[src/rtl/imm_extend_pipe_pkg.sv]
// rtl/imm_extend_pipe_pkg.sv - immediate format encodings and XLEN legality constants
package imm_pkg;

    typedef enum logic [2:0] {
        IMM_I   = 3'b000,
        IMM_S   = 3'b001,
        IMM_B   = 3'b010,
        IMM_J   = 3'b011,
        IMM_U   = 3'b100,
        IMM_Z   = 3'b101,
        IMM_SH  = 3'b110,
        IMM_RSV = 3'b111
    } immsrc_t;

    localparam int XLEN_32 = 32;
    localparam int XLEN_64 = 64;

    function automatic bit xlen_legal(input int xlen);
        return (xlen == XLEN_32) || (xlen == XLEN_64);
    endfunction

endpackage

[src/rtl/imm_extend_pipe_if.sv]
// rtl/imm_extend_pipe_if.sv - request/response handshake bundle for the immediate pipe
interface imm_extend_pipe_if #(
    parameter int XLEN  = 32,
    parameter int TAG_W = 5
);
    logic             in_valid;
    logic             in_ready;
    logic [31:7]      instr;
    logic [2:0]       immsrc;
    logic [TAG_W-1:0] in_tag;
    logic             out_valid;
    logic             out_ready;
    logic [XLEN-1:0]  immext;
    logic [TAG_W-1:0] out_tag;
    logic             illegal;

    modport master (
        output in_valid, instr, immsrc, in_tag, out_ready,
        input  in_ready, out_valid, immext, out_tag, illegal
    );

    modport slave (
        input  in_valid, instr, immsrc, in_tag, out_ready,
        output in_ready, out_valid, immext, out_tag, illegal
    );
endinterface

[src/rtl/imm_extend_pipe_decode_core.sv]
// rtl/imm_extend_pipe_decode_core.sv - combinational immediate extraction and extension
module imm_decode_core
    import imm_pkg::*;
#(
    parameter int XLEN = 32
) (
    input  logic [31:7]     instr,
    input  immsrc_t         immsrc,
    output logic [XLEN-1:0] imm,
    output logic            illegal
);
    logic [31:0] imm32;

    // Every format is first formed as a 32-bit value; zero-extended formats have bit 31 clear,
    // so one signed widening serves both the sign- and zero-extended cases at XLEN=64.
    always_comb begin
        imm32   = '0;
        illegal = 1'b0;
        case (immsrc)
            IMM_I:  imm32 = {{20{instr[31]}}, instr[31:20]};
            IMM_S:  imm32 = {{20{instr[31]}}, instr[31:25], instr[11:7]};
            IMM_B:  imm32 = {{20{instr[31]}}, instr[7], instr[30:25], instr[11:8], 1'b0};
            IMM_J:  imm32 = {{12{instr[31]}}, instr[19:12], instr[20], instr[30:21], 1'b0};
            IMM_U:  imm32 = {instr[31:12], 12'b0};
            IMM_Z:  imm32 = {27'b0, instr[19:15]};
            IMM_SH: imm32 = (XLEN == XLEN_64) ? {26'b0, instr[25:20]} : {27'b0, instr[24:20]};
            default: begin
                imm32   = '0;
                illegal = 1'b1;
            end
        endcase
        imm = XLEN'($signed(imm32));
    end
endmodule

[src/rtl/imm_extend_pipe.sv]
// rtl/imm_extend_pipe.sv - registered immediate generator with main/skid handshake buffer
module imm_extend_pipe
    import imm_pkg::*;
#(
    parameter int XLEN  = 32,
    parameter int TAG_W = 5
) (
    input  logic             clk,
    input  logic             reset_n,
    input  logic             flush,
    imm_extend_pipe_if.slave bus
);
    logic [XLEN-1:0]  dec_imm;
    logic             dec_ill;

    logic             main_valid;
    logic [XLEN-1:0]  main_imm;
    logic [TAG_W-1:0] main_tag;
    logic             main_ill;

    logic             skid_valid;
    logic [XLEN-1:0]  skid_imm;
    logic [TAG_W-1:0] skid_tag;
    logic             skid_ill;

    logic             accept;
    logic             xfer;

    imm_decode_core #(.XLEN(XLEN)) u_core (
        .instr   (bus.instr),
        .immsrc  (immsrc_t'(bus.immsrc)),
        .imm     (dec_imm),
        .illegal (dec_ill)
    );

    // in_ready comes straight from the skid flop, so it never sees out_ready combinationally.
    assign bus.in_ready = !skid_valid;
    assign accept       = bus.in_valid && !skid_valid;
    assign xfer         = main_valid && bus.out_ready;

    always_ff @(posedge clk or negedge reset_n) begin
        if (!reset_n) begin
            main_valid <= 1'b0;
            main_imm   <= '0;
            main_tag   <= '0;
            main_ill   <= 1'b0;
            skid_valid <= 1'b0;
            skid_imm   <= '0;
            skid_tag   <= '0;
            skid_ill   <= 1'b0;
        end else if (flush) begin
            main_valid <= 1'b0;
            skid_valid <= 1'b0;
        end else if (!main_valid || xfer) begin
            if (skid_valid) begin
                main_valid <= 1'b1;
                main_imm   <= skid_imm;
                main_tag   <= skid_tag;
                main_ill   <= skid_ill;
                skid_valid <= 1'b0;
            end else if (accept) begin
                main_valid <= 1'b1;
                main_imm   <= dec_imm;
                main_tag   <= bus.in_tag;
                main_ill   <= dec_ill;
            end else begin
                main_valid <= 1'b0;
            end
        end else if (accept) begin
            skid_valid <= 1'b1;
            skid_imm   <= dec_imm;
            skid_tag   <= bus.in_tag;
            skid_ill   <= dec_ill;
        end
    end

    // Stale main contents are masked so the outputs read zero whenever nothing is presented.
    assign bus.out_valid = main_valid;
    assign bus.immext    = main_valid ? main_imm : '0;
    assign bus.out_tag   = main_valid ? main_tag : '0;
    assign bus.illegal   = main_valid && main_ill;
endmodule

[src/flat_wrapper.sv]
// flat-port wrapper written by rule: the top's interface ports become plain ports
module imm_extend_pipe_flat import imm_pkg::*;
#(
    parameter int XLEN  = 32,
    parameter int TAG_W = 5
)
  (clk, reset_n, flush, bus_in_valid, bus_instr, bus_immsrc, bus_in_tag, bus_out_ready, bus_in_ready, bus_out_valid, bus_immext, bus_out_tag, bus_illegal);
  imm_extend_pipe_if #(.XLEN(XLEN), .TAG_W(TAG_W)) bus_i ();
  input  logic clk;
  input  logic reset_n;
  input  logic flush;
  input wire logic [$bits(bus_i.in_valid)-1:0] bus_in_valid;
  input wire logic [$bits(bus_i.instr)-1:0] bus_instr;
  input wire logic [$bits(bus_i.immsrc)-1:0] bus_immsrc;
  input wire logic [$bits(bus_i.in_tag)-1:0] bus_in_tag;
  input wire logic [$bits(bus_i.out_ready)-1:0] bus_out_ready;
  output wire logic [$bits(bus_i.in_ready)-1:0] bus_in_ready;
  output wire logic [$bits(bus_i.out_valid)-1:0] bus_out_valid;
  output wire logic [$bits(bus_i.immext)-1:0] bus_immext;
  output wire logic [$bits(bus_i.out_tag)-1:0] bus_out_tag;
  output wire logic [$bits(bus_i.illegal)-1:0] bus_illegal;
  assign bus_i.in_valid = bus_in_valid;
  assign bus_i.instr = bus_instr;
  assign bus_i.immsrc = bus_immsrc;
  assign bus_i.in_tag = bus_in_tag;
  assign bus_i.out_ready = bus_out_ready;
  assign bus_in_ready = bus_i.in_ready;
  assign bus_out_valid = bus_i.out_valid;
  assign bus_immext = bus_i.immext;
  assign bus_out_tag = bus_i.out_tag;
  assign bus_illegal = bus_i.illegal;
  imm_extend_pipe #(.XLEN(XLEN), .TAG_W(TAG_W)) u_core (.clk(clk), .reset_n(reset_n), .flush(flush), .bus(bus_i));
endmodule
[config.mk]
export PLATFORM = sky130hd
export DESIGN_NAME = imm_extend_pipe_flat
export DESIGN_NICKNAME = d
export VERILOG_FILES = /design/src/rtl/imm_extend_pipe_pkg.sv /design/src/rtl/imm_extend_pipe_if.sv /design/src/rtl/imm_extend_pipe_decode_core.sv /design/src/rtl/imm_extend_pipe.sv /design/src/flat_wrapper.sv
export SDC_FILE = /design/constraint.sdc
export NUM_CORES = 1
export LEC_CHECK = 0
export BUFFER_PORTS_ARGS = -buffer_cell sky130_fd_sc_hd__buf_4
export CORE_MARGIN = 2
export CORE_UTILIZATION = 55
export CTS_CLUSTER_DIAMETER = 100
export DETAILED_ROUTE_END_ITERATION = 12
export HOLD_SLACK_MARGIN = 0.1
export PLACE_DENSITY = 0.91
export SYNTH_ARGS = -nofsm -noshare
export SYNTH_HDL_FRONTEND = slang
export SYNTH_SLANG_ARGS = --single-unit
[constraint.sdc]
create_clock -name clk -period 2 [get_ports clk]
set_clock_uncertainty 0.05 [all_clocks]
set_input_delay 0.3 -clock clk [delete_from_list [all_inputs] [get_ports clk]]
set_output_delay 0.3 -clock clk [all_outputs]
set_load 0.02 [all_outputs]
==> impl_metrics.tcl <==
set metrics [dict create \
    cp_common_cell "buf_4" \
    synth_top_family_by_area "simple AND/OR/NAND/NOR gates" \
    power.density_mw_per_mm2 806 \
    routed-via-count 3436 \
    netlist_top_cells_area "dfrtp_1 (48%), mux2_2 (8.1%), nand2_1 (6.6%)" \
    synth_xor_area_share_pct 0.680 \
    cp_cell_sequence "buf_4 > inv_1 > buf_4" \
    power_leakage_nw 2.21 \
    fin_crit_ns 1.81 \
    post_cts_buffers 0 \
    synthSimpleGateAreaFrac_pct 21.3 \
    switching_share_pct 28.8 \
    cp_top_family "buffers and inverters" \
    synth-seq-cells 78 \
    root_buffer "clkbuf_8" \
    grt_overflow 0 \
    drive_gt1_share_pct 27.1 \
    synth_top_area_cell "dfrtp_1" \
    antenna_found_initial 0 \
    io_pins 78 \
    gp_congestion 0.821 \
    synth_cells 436 \
    power.switching_mw 1.13 \
    num_rows 31 \
    path_class "reg2out" \
    synth_area_mm2 0.00405 \
    syn2layout_area_growth_pct 20.5 \
    worstMarginPinSlew_ns 0.805 \
    wl_per_cell_um 15.6 \
    cp.arrival_ns 1.46 \
    peakVddDrop_v 0.000383 \
    final-setup-viol-count 0 \
    ys_seq_area_share_pct 48.2 \
    cts_htree_levels 3 \
    cts_buffer_depth 2 \
    max_stage_delay_ns 0.37 \
    path_buf_inv 3 \
    dieArea_mm2 0.00806 \
    start_util_pct 56.4 \
    dp_slack_ns 0.233 \
    first_pass_iters 5 \
    hold_violations 0 \
    syn_avg_cell_area_um2 9.29 \
    cts.sinks 78 \
    crit_fanout 33 \
    antenna_cells 0 \
    clock_latency_ns 0.35 \
    cp_slowest_cell "dfrtp_2" \
    syn-num-nets 474 \
    finalMaxSlewViolations 0 \
    io_buffers 77 \
    muxShareOfSynthArea_pct 10.8 \
    p_seq_share_pct 51.1 \
    yosysTopAreaCellShare_pct 48.2 \
    grt_pass1_wl_mm 16.1 \
    grt_max_degree 51 \
    cap_violations 0 \
    synth_compound_area_share_pct 14.6 \
    die_x_um 89.8 \
    grt_setup_unrepaired "no" \
    wl_mm 9.43 \
    hold_class "in2reg" \
    cts_made_buffers 9 \
    final_nets 539 \
    ant_nets 0 \
    drt_iter0_drc 224 \
    fmax_ghz 0.552 \
    worstSetupStartpointType "flip-flop" \
    core_area_mm2 0.00718 \
    tns_ns 0 \
    hpwlAfterDp_mm 6.52 \
    grt_pass1_vias 3400 \
    via_per_inst 5.68 \
    end_kind "output port" \
    fin_crit_sh_pct 90.6 \
    outcome "completed" \
    die_y_um 89.8 \
    yosysWarnings 0 \
    clkTransAtPathRegs_ns 0.08 \
    setup_slack_ns 0.189 \
    pwr-share-clk_pct 28.6 \
    synth_fa_ha_area_share_pct 0 \
    cts_tree "done" \
    relSlewSlack_pct 46.2 \
    p_int_mw 2.80 \
    post-route-drc-count 0 \
    synth.distinct_cells 30 \
    required_ns 1.65 \
    track_usage_pct 24.6 \
    pwr-share-comb_pct 20.3 \
]
synthesized netlist by cell type:
master and n:
a211oi_1 1, a211oi_2 1, a21oi_1 30, a22oi_1 4, and2_1 38, and2b_1 2, and4b_1 1, buf_2 16
buf_4 4, clkbuf_1 18, dfrtp_1 78, inv_1 1, mux2_2 29, mux2i_1 11, nand2_1 71, nand2b_1 9
nand3_1 22, nand3b_1 8, nor2_1 13, nor2b_1 2, nor3_1 1, nor3_4 1, nor3b_1 1, nor4b_1 1
o211ai_1 13, o21a_1 1, o21ai_0 50, o21ai_1 7, or3_1 1, xor2_4 1
per-layer routing:
| layer | vias to the layer above | routed length, um | track usage [%] |
|---|---|---|---|
| li1 | 1612 | - | - |
| met1 | 1631 | 4090 | 33.8 |
| met2 | 168 | 4430 | 38.1 |
| met3 | 25 | 674 | 4.27 |
| met4 | 0 | 237 | 11.8 |
| met5 | - | 0 | 0 |
cell usage in the layout (no fill, tap or decap), types with 2 or more instances in the layout:
| cell | Yosys | routed |
|---|---|---|
| dlygate4sd3_1 | 0 | 2 |
| a21oi_1 | 30 | 30 |
| clkinv_2 | 0 | 2 |
| nand2_1 | 71 | 71 |
| nand3b_1 | 8 | 8 |
| mux2i_1 | 11 | 11 |
| a22oi_1 | 4 | 4 |
| nor2b_1 | 2 | 2 |
| mux2_2 | 29 | 29 |
| dfrtp_1 | 78 | 77 |
| and2b_1 | 2 | 2 |
| o21ai_1 | 7 | 7 |
| and2_1 | 38 | 38 |
| o21ai_0 | 50 | 50 |
| clkbuf_8 | 0 | 9 |
| nor2_1 | 13 | 13 |
| nand3_1 | 22 | 21 |
| o211ai_1 | 13 | 13 |
| clkbuf_1 | 18 | 3 |
| buf_4 | 4 | 90 |
| nand2b_1 | 9 | 9 |
power groups by stage:
| stage | Clock [mW] | Sequential, mW | Combinational [mW] |
|---|---|---|---|
| finish | 1.13 | 2.01 | 0.797 |
| global route | 1.21 | 2.04 | 0.890 |
| CTS | 1.15 | 2.01 | 0.801 |
| detailed placement | 0 | 2.04 | 0.794 |
| global placement | 0 | 2.02 | 0.761 |
| floorplan | 0 | 1.99 | 0.518 |
registers in the layout, indices dropped and copies added (netlist names):
signal and count:
u_core.skid_ill 1, u_core.skid_imm 32, u_core.skid_valid 1, u_core.main_ill 1
u_core.main_tag 5, u_core.main_imm 32, u_core.bus.out_valid 1, u_core.skid_tag 5
per-stage QoR:
stage	utilization (%)	cells	cell area (um^2)	power (mW)	hold slack, ns
after floorplan	-	436	4050	2.50	-0.0456
after global routing	68.0	605	4880	4.14	0.136
after CTS	68.0	605	4880	3.95	0.132
final	68.0	605	4880	3.93	0.142
after detailed placement	65.2	587	4680	2.83	0.307
after global placement	65.2	587	4680	2.78	0.303
cells by family after synthesis:
| kind of cell | count (synthesis) |
|---|---|
| compound gates | 107 |
| xor+xnor | 1 |
| buf+inv | 39 |
| flops | 78 |
| mux | 40 |
| simple gates | 171 |
cell type report:
type / count / area (um^2)
Clock buffer: 12 / 135
Clock inverter: 4 / 47.5
Fill cell: 529 / 2300
Inverter: 1 / 3.75
Multi-Input combinational cell: 319 / 1920
Sequential cell: 78 / 1950
Tap cell: 99 / 124
Timing Repair Buffer: 92 / 696
worst register-to-register path, stage by stage (launching register included):
cell      delay, ns
dfrtp_2        0.37
buf_4          0.35
inv_1          0.19
nand2_1        0.40
o211ai_1       0.19
repair_timing:
item                                   in CTS  in global routing
gates resized for setup                     0                  0
endpoints found under the hold margin      49                  0
hold buffers                                2                  0
setup endpoints to repair                   0                  0
path summary, 6_finish.rpt:
kind / startpoint / to / slack, ns / cells after the start
setup reg to reg: u_core.skid_valid$_DFFE_PN0P_ / u_core.main_imm[15]$_DFFE_PN0P_ / 0.31 / 4
max in group asynchronous: reset_n / u_core.main_imm[9]$_DFFE_PN0P_ / 0.79 / 3
hold / removal: bus_in_tag[3] / u_core.skid_tag[3]$_DFFE_PN0P_ / 0.14 / 2
hold reg to reg: u_core.main_tag[0]$_DFFE_PN0P_ / u_core.main_tag[0]$_DFFE_PN0P_ / 0.43 / 2
min in group asynchronous: reset_n / u_core.main_imm[15]$_DFFE_PN0P_ / 0.46 / 2
setup / recovery: u_core.skid_valid$_DFFE_PN0P_ / bus_in_ready / 0.19 / 3
Power figures use the tool's default switching activity.
